===== src/rtl/clk_gate_ctrl.sv =====
// -----------------------------------------------------------------------------
// clk_gate_ctrl
//
// Request/acknowledge controller for a clock-gate cell. A consumer raises REQ
// to get its gated clock domain; the controller turns the gate enable on, waits
// WAKE_CYCLES for the gated clock to settle, then acknowledges. When the
// request goes away the enable is kept on for IDLE_CYCLES consecutive idle
// cycles so short request gaps do not pay the wake cost again. FORCE_ON keeps
// the enable on (for test/debug) but never acknowledges a requester.
//
// Parameters
//   WAKE_CYCLES  cycles CLK_EN is high before ACK asserts (1 .. 2**CNT_W)
//   IDLE_CYCLES  consecutive idle cycles in HOLD before CLK_EN drops
//                (1 .. 2**CNT_W)
//   CNT_W        width of the counter shared by the wake and idle phases
//
// Ports
//   clk       in   free-running clock, never gated by this block
//   RST       in   asynchronous active-low reset
//   REQ       in   consumer requests its gated clock domain (sync to clk)
//   FORCE_ON  in   test/debug override that keeps the enable on
//   CLK_EN    out  enable to the clock-gate cell
//   ACK       out  gated clock is stable and usable by the requester
//
// Both outputs come straight from flops, so they only move just after a
// rising clk edge and are stable through the gate latch's transparent
// (clk low) phase; there is no path from any input to any output.
// -----------------------------------------------------------------------------
module clk_gate_ctrl #(
   parameter int unsigned WAKE_CYCLES = 2,
   parameter int unsigned IDLE_CYCLES = 8,
   parameter int unsigned CNT_W       = 4
) (
   input  logic clk,
   input  logic RST,
   input  logic REQ,
   input  logic FORCE_ON,
   output logic CLK_EN,
   output logic ACK
);

   // Terminal counter values. A count of 2**CNT_W cycles ends at the all-ones
   // value, so the full legal parameter range fits in CNT_W bits.
   localparam logic [CNT_W-1:0] WAKE_LAST = CNT_W'(WAKE_CYCLES - 1);
   localparam logic [CNT_W-1:0] IDLE_LAST = CNT_W'(IDLE_CYCLES - 1);

   typedef enum logic [1:0] {
      ST_OFF  = 2'd0,
      ST_WAKE = 2'd1,
      ST_ON   = 2'd2,
      ST_HOLD = 2'd3
   } state_t;

   state_t           state;
   state_t           state_nxt;
   logic [CNT_W-1:0] cnt;
   logic [CNT_W-1:0] cnt_nxt;
   logic             clk_en_q;
   logic             clk_en_nxt;
   logic             ack_q;
   logic             ack_nxt;

   // Counter advance that holds at the terminal value instead of wrapping.
   function automatic logic [CNT_W-1:0] cnt_sat_inc(
      input logic [CNT_W-1:0] c,
      input logic [CNT_W-1:0] last
   );
      return (c == last) ? c : c + 1'b1;
   endfunction

   // Next-state, next-count and next-output logic.
   always_comb begin
      state_nxt = state;
      cnt_nxt   = cnt;

      unique case (state)
         ST_OFF: begin
            if (REQ || FORCE_ON) begin
               state_nxt = ST_WAKE;
               cnt_nxt   = '0;
            end
         end

         // REQ is only looked at on the last wake cycle: a request that drops
         // part way through still completes the wake and then idles in HOLD.
         ST_WAKE: begin
            if (cnt == WAKE_LAST) begin
               cnt_nxt = '0;
               if (REQ) state_nxt = ST_ON;
               else     state_nxt = ST_HOLD;
            end else begin
               cnt_nxt = cnt_sat_inc(cnt, WAKE_LAST);
            end
         end

         ST_ON: begin
            if (!REQ) begin
               state_nxt = ST_HOLD;
               cnt_nxt   = '0;
            end
         end

         // The clock is still running here, so a returning request is
         // acknowledged directly without another wake. FORCE_ON restarts the
         // idle count every cycle it is high.
         ST_HOLD: begin
            if (REQ) begin
               state_nxt = ST_ON;
               cnt_nxt   = '0;
            end else if (FORCE_ON) begin
               cnt_nxt = '0;
            end else if (cnt == IDLE_LAST) begin
               state_nxt = ST_OFF;
               cnt_nxt   = '0;
            end else begin
               cnt_nxt = cnt_sat_inc(cnt, IDLE_LAST);
            end
         end

         default: begin
            state_nxt = ST_OFF;
            cnt_nxt   = '0;
         end
      endcase

      // Outputs are decoded from the next state and registered alongside it,
      // so each output is a single flop and cannot glitch on a state change.
      clk_en_nxt = (state_nxt != ST_OFF);
      ack_nxt    = (state_nxt == ST_ON);
   end

   always_ff @(posedge clk or negedge RST) begin
      if (!RST) begin
         state    <= ST_OFF;
         cnt      <= '0;
         clk_en_q <= 1'b0;
         ack_q    <= 1'b0;
      end else begin
         state    <= state_nxt;
         cnt      <= cnt_nxt;
         clk_en_q <= clk_en_nxt;
         ack_q    <= ack_nxt;
      end
   end

   assign CLK_EN = clk_en_q;
   assign ACK    = ack_q;

`ifndef SYNTHESIS
   // The requester may only be told the clock is usable while it is enabled.
   a_ack_implies_en : assert property (
      @(posedge clk) disable iff (!RST) ACK |-> CLK_EN);

   a_ack_only_on : assert property (
      @(posedge clk) disable iff (!RST) ACK |-> (state == ST_ON));

   a_wake_cnt_bound : assert property (
      @(posedge clk) disable iff (!RST) (state == ST_WAKE) |-> (cnt <= WAKE_LAST));

   a_hold_cnt_bound : assert property (
      @(posedge clk) disable iff (!RST) (state == ST_HOLD) |-> (cnt <= IDLE_LAST));

   a_en_matches_state : assert property (
      @(posedge clk) disable iff (!RST) CLK_EN == (state != ST_OFF));
`endif

endmodule


===== config.mk =====
export PLATFORM = sky130hd
export DESIGN_NAME = clk_gate_ctrl
export DESIGN_NICKNAME = d
export VERILOG_FILES = /design/src/rtl/clk_gate_ctrl.sv
export SDC_FILE = /design/constraint.sdc
export NUM_CORES = 1
export LEC_CHECK = 0
export CORE_AREA = 2 2 39 41
export DETAILED_ROUTE_END_ITERATION = 10
export DIE_AREA = 0 0 41 43
export PLACE_DENSITY = 0.57
export SLEW_MARGIN = 15
export SYNTH_ARGS = -nofsm -noshare
export SYNTH_HDL_FRONTEND = slang
export SYNTH_SLANG_ARGS = --single-unit

===== constraint.sdc =====
create_clock -name clk -period 1.22 [get_ports clk]
set_input_delay 0.366 -clock clk [delete_from_list [all_inputs] [get_ports clk]]
set_output_delay 0.366 -clock clk [all_outputs]
set_load 0.05 [all_outputs]

==> flow_summary.yaml <==
worst_setup_path:
  cp-start-kind: "flip-flop"
  end_kind: "flip-flop"
  crit_required_ns: 1.38
  worst-path-max-fanout: 3
  cp.arrival_ns: 1.51
  worstSetupPathType: "flip-flop to flip-flop"
routing:
  ant_nets: 0
  met1Wirelength_microns: 420
  drc: 0
  viasPerCell: 5.23
  dr.pass1.iters: 4
  first_iter_violations: 17
  routed-wl-met3_microns: 40
  vias: 424
  routed_wl_mm: 1.05
  post_drt_wl_per_cell_microns: 13.0
  top_layer_used: "met4"
  wl_met2_microns: 573
synthesis:
  async_flop_share_pct: 100
  ys_types: 26
  synth_warnings: 0
  yosysTopAreaCellShare_pct: 44.9
  synth_seq_cells: 8
  synth_commonest_cells: "dfrtp_1 (8), nor2_1 (5), a21oi_1 (4)"
  ys_seq_area_share_pct: 44.9
  synth_edf_count: 0
  post-synth-top-area-cell: "dfrtp_1"
  yosysMostFrequentCell: "dfrtp_1"
  synth_flop_cell: "dfrtp_1"
  syn-cell-area_sq_um: 445
  syn_inst: 44
  syn_avg_cell_area_sq_um: 10.1
  syn_nets: 50
  synthTopCellsByArea: "dfrtp_1 (45%), ha_1 (5.6%), a21oi_1 (4.5%)"
cts:
  cts_buffers: 3
  cts_hold_buf: 0
  clockBufferDepth: 2
  clkSlewWorstSetupHoldPaths_ns: 0.05
  cts_sinks: 8
  htree_levels: 1
  insertion_delay_ns: 0.25
  tritoncts: "built"
  cts-root-buf: "clkbuf_4"
sta:
  worst_hold_slack_ns: 0.394
  maxSlewViolCount: 0
  finClkSkew_ns: 0.000739
  setup_ws_ns: -0.132
  setup_viol: 8
  timing.slew.headroom_pct: 75.5
  rsz0062_at_grt: "true"
  fmax_mhz: 740
  fin_crit_sh_pct: 111
  hold_viol: 0
  tightest_slew_ns: 0.366
  min_period_ns: 1.35
grt:
  grt_pass1_vias: 396
  track_usage_pct: 14.7
  grt_overflow: 0
  antenna_found_initial: 0
  grt_max_degree: 9
  grt_pass1_wl_mm: 1.67
final_layout:
  final_layout_size_suffix_gt1_share_pct: 53.8
  finalInstanceArea_sq_um: 728
  syn2layout_area_growth_pct: 63.5
  fin_nets: 73
  n_antenna_cell: 0
floorplan:
  die_y_microns: 43
  core_area_sq_um: 1380
  design.die.area_sq_um: 1760
  dieWidth_microns: 41
  rows: 14
  initial_utilization_pct: 32.2
  io_pins: 6
power_and_ir_drop:
  cellPowerDensity_nw_per_um2: 811
  leakagePower_uw: 0.000302
  irDropWorstVdd_mv: 0.363
min_path:
  holdCritPathClass: "input pin to async pin"
status:
  status: "finished, violations left"
  violations: "negative setup slack"
placement:
  placedInstanceArea_sq_um: 597
  dp_hpwl_microns: 724
  routabilityCongestion: 0.777
  io_buffers: 5
job:
  drv_cap: 0
logic make-up after synthesis:
logic type | share of synthesized area, %
AND/OR/NAND/NOR | 24.4
AO/OA/AOI/OAI | 19.4
flip-flops | 44.9
buffers and inverters | 3.37
adder cells (fa/ha/maj) | 5.62
multiplexers | 2.25
repair_timing:
item	in CTS	in global routing
setup endpoints to repair	8	8
setup buffers	4	1
pin swaps	11	10
gates resized for setup	11	7
critical path: stages, from the launching register on:
cell     delay (ns)
dfrtp_1        0.43
ha_2           0.20
and3b_2        0.24
nor4_4         0.15
nor2_2         0.08
o22ai_1        0.17
layout by cell type, fill, tap and decap left out, types with 2 or more instances in the layout:
| cell type | instances |
|---|---|
| a21oi_1 | 2 |
| buf_12 | 2 |
| nor2_1 | 3 |
| buf_4 | 14 |
| dlygate4sd2_1 | 2 |
| dfrtp_1 | 8 |
| nor2_2 | 2 |
| a21oi_2 | 2 |
| a31oi_1 | 2 |
| nand2_1 | 2 |
| nand2b_1 | 2 |
| clkbuf_4 | 3 |
final timing paths:
check	startpoint	end	slack (ns)	cells past startpoint
max in group asynchronous	RST	cnt[1]$_DFFE_PN0P_	0.56	1
worst max-delay path	cnt[0]$_DFFE_PN0P_	cnt[1]$_DFFE_PN0P_	-0.13	5
worst min register to register	cnt[3]$_DFFE_PN0P_	cnt[3]$_DFFE_PN0P_	0.66	2
worst max register to register	cnt[0]$_DFFE_PN0P_	cnt[1]$_DFFE_PN0P_	-0.13	5
worst min-delay path	RST	state[0]$_DFF_PN0_	0.39	1
min in group clk	cnt[3]$_DFFE_PN0P_	cnt[3]$_DFFE_PN0P_	0.66	2
metrics by stage:
| stage | utilization (%) | TNS (ns) | worst slack, ns | instances | power, uW |
|---|---|---|---|---|---|
| 2_1_floorplan | - | -0.178 | -0.0569 | 44 | 320 |
| 3_3_place_gp | 43.1 | -2.28 | -0.370 | 73 | 371 |
| 3_5_place_dp | 43.1 | -2.38 | -0.402 | 73 | 370 |
| 4_1_cts | 49.1 | -0.648 | -0.115 | 80 | 580 |
| 5_1_grt | 52.6 | -1.42 | -0.225 | 81 | 622 |
| 6_report | 52.6 | -0.840 | -0.132 | 81 | 591 |
state kept, by name, indices dropped and copies added (netlist names):
register	flops
state	2
ACK	1
CLK_EN	1
cnt	4
where the power goes:
group          total [uW]  internal [uW]  switching (uW)
Combinational         105           54.1            50.4
Sequential            284            274            10.4
Clock                 202            113            89.3
final cells by class:
| class | count | area (sq um) |
|---|---|---|
| fillers | 124 | 656 |
| repair buffers | 19 | 173 |
| clock buffers | 3 | 22.5 |
| multi-input cells | 34 | 309 |
| well taps | 16 | 20.0 |
| inverters | 1 | 3.75 |
| flip-flops and latches | 8 | 200 |
routing by layer:
metal  track usage, %  up-vias
met2             22.8       14
met3             4.71        2
met5                0        -
li1                 -      204
met4             8.00        0
met1             16.9      204
(Power assumes the default switching activity.)
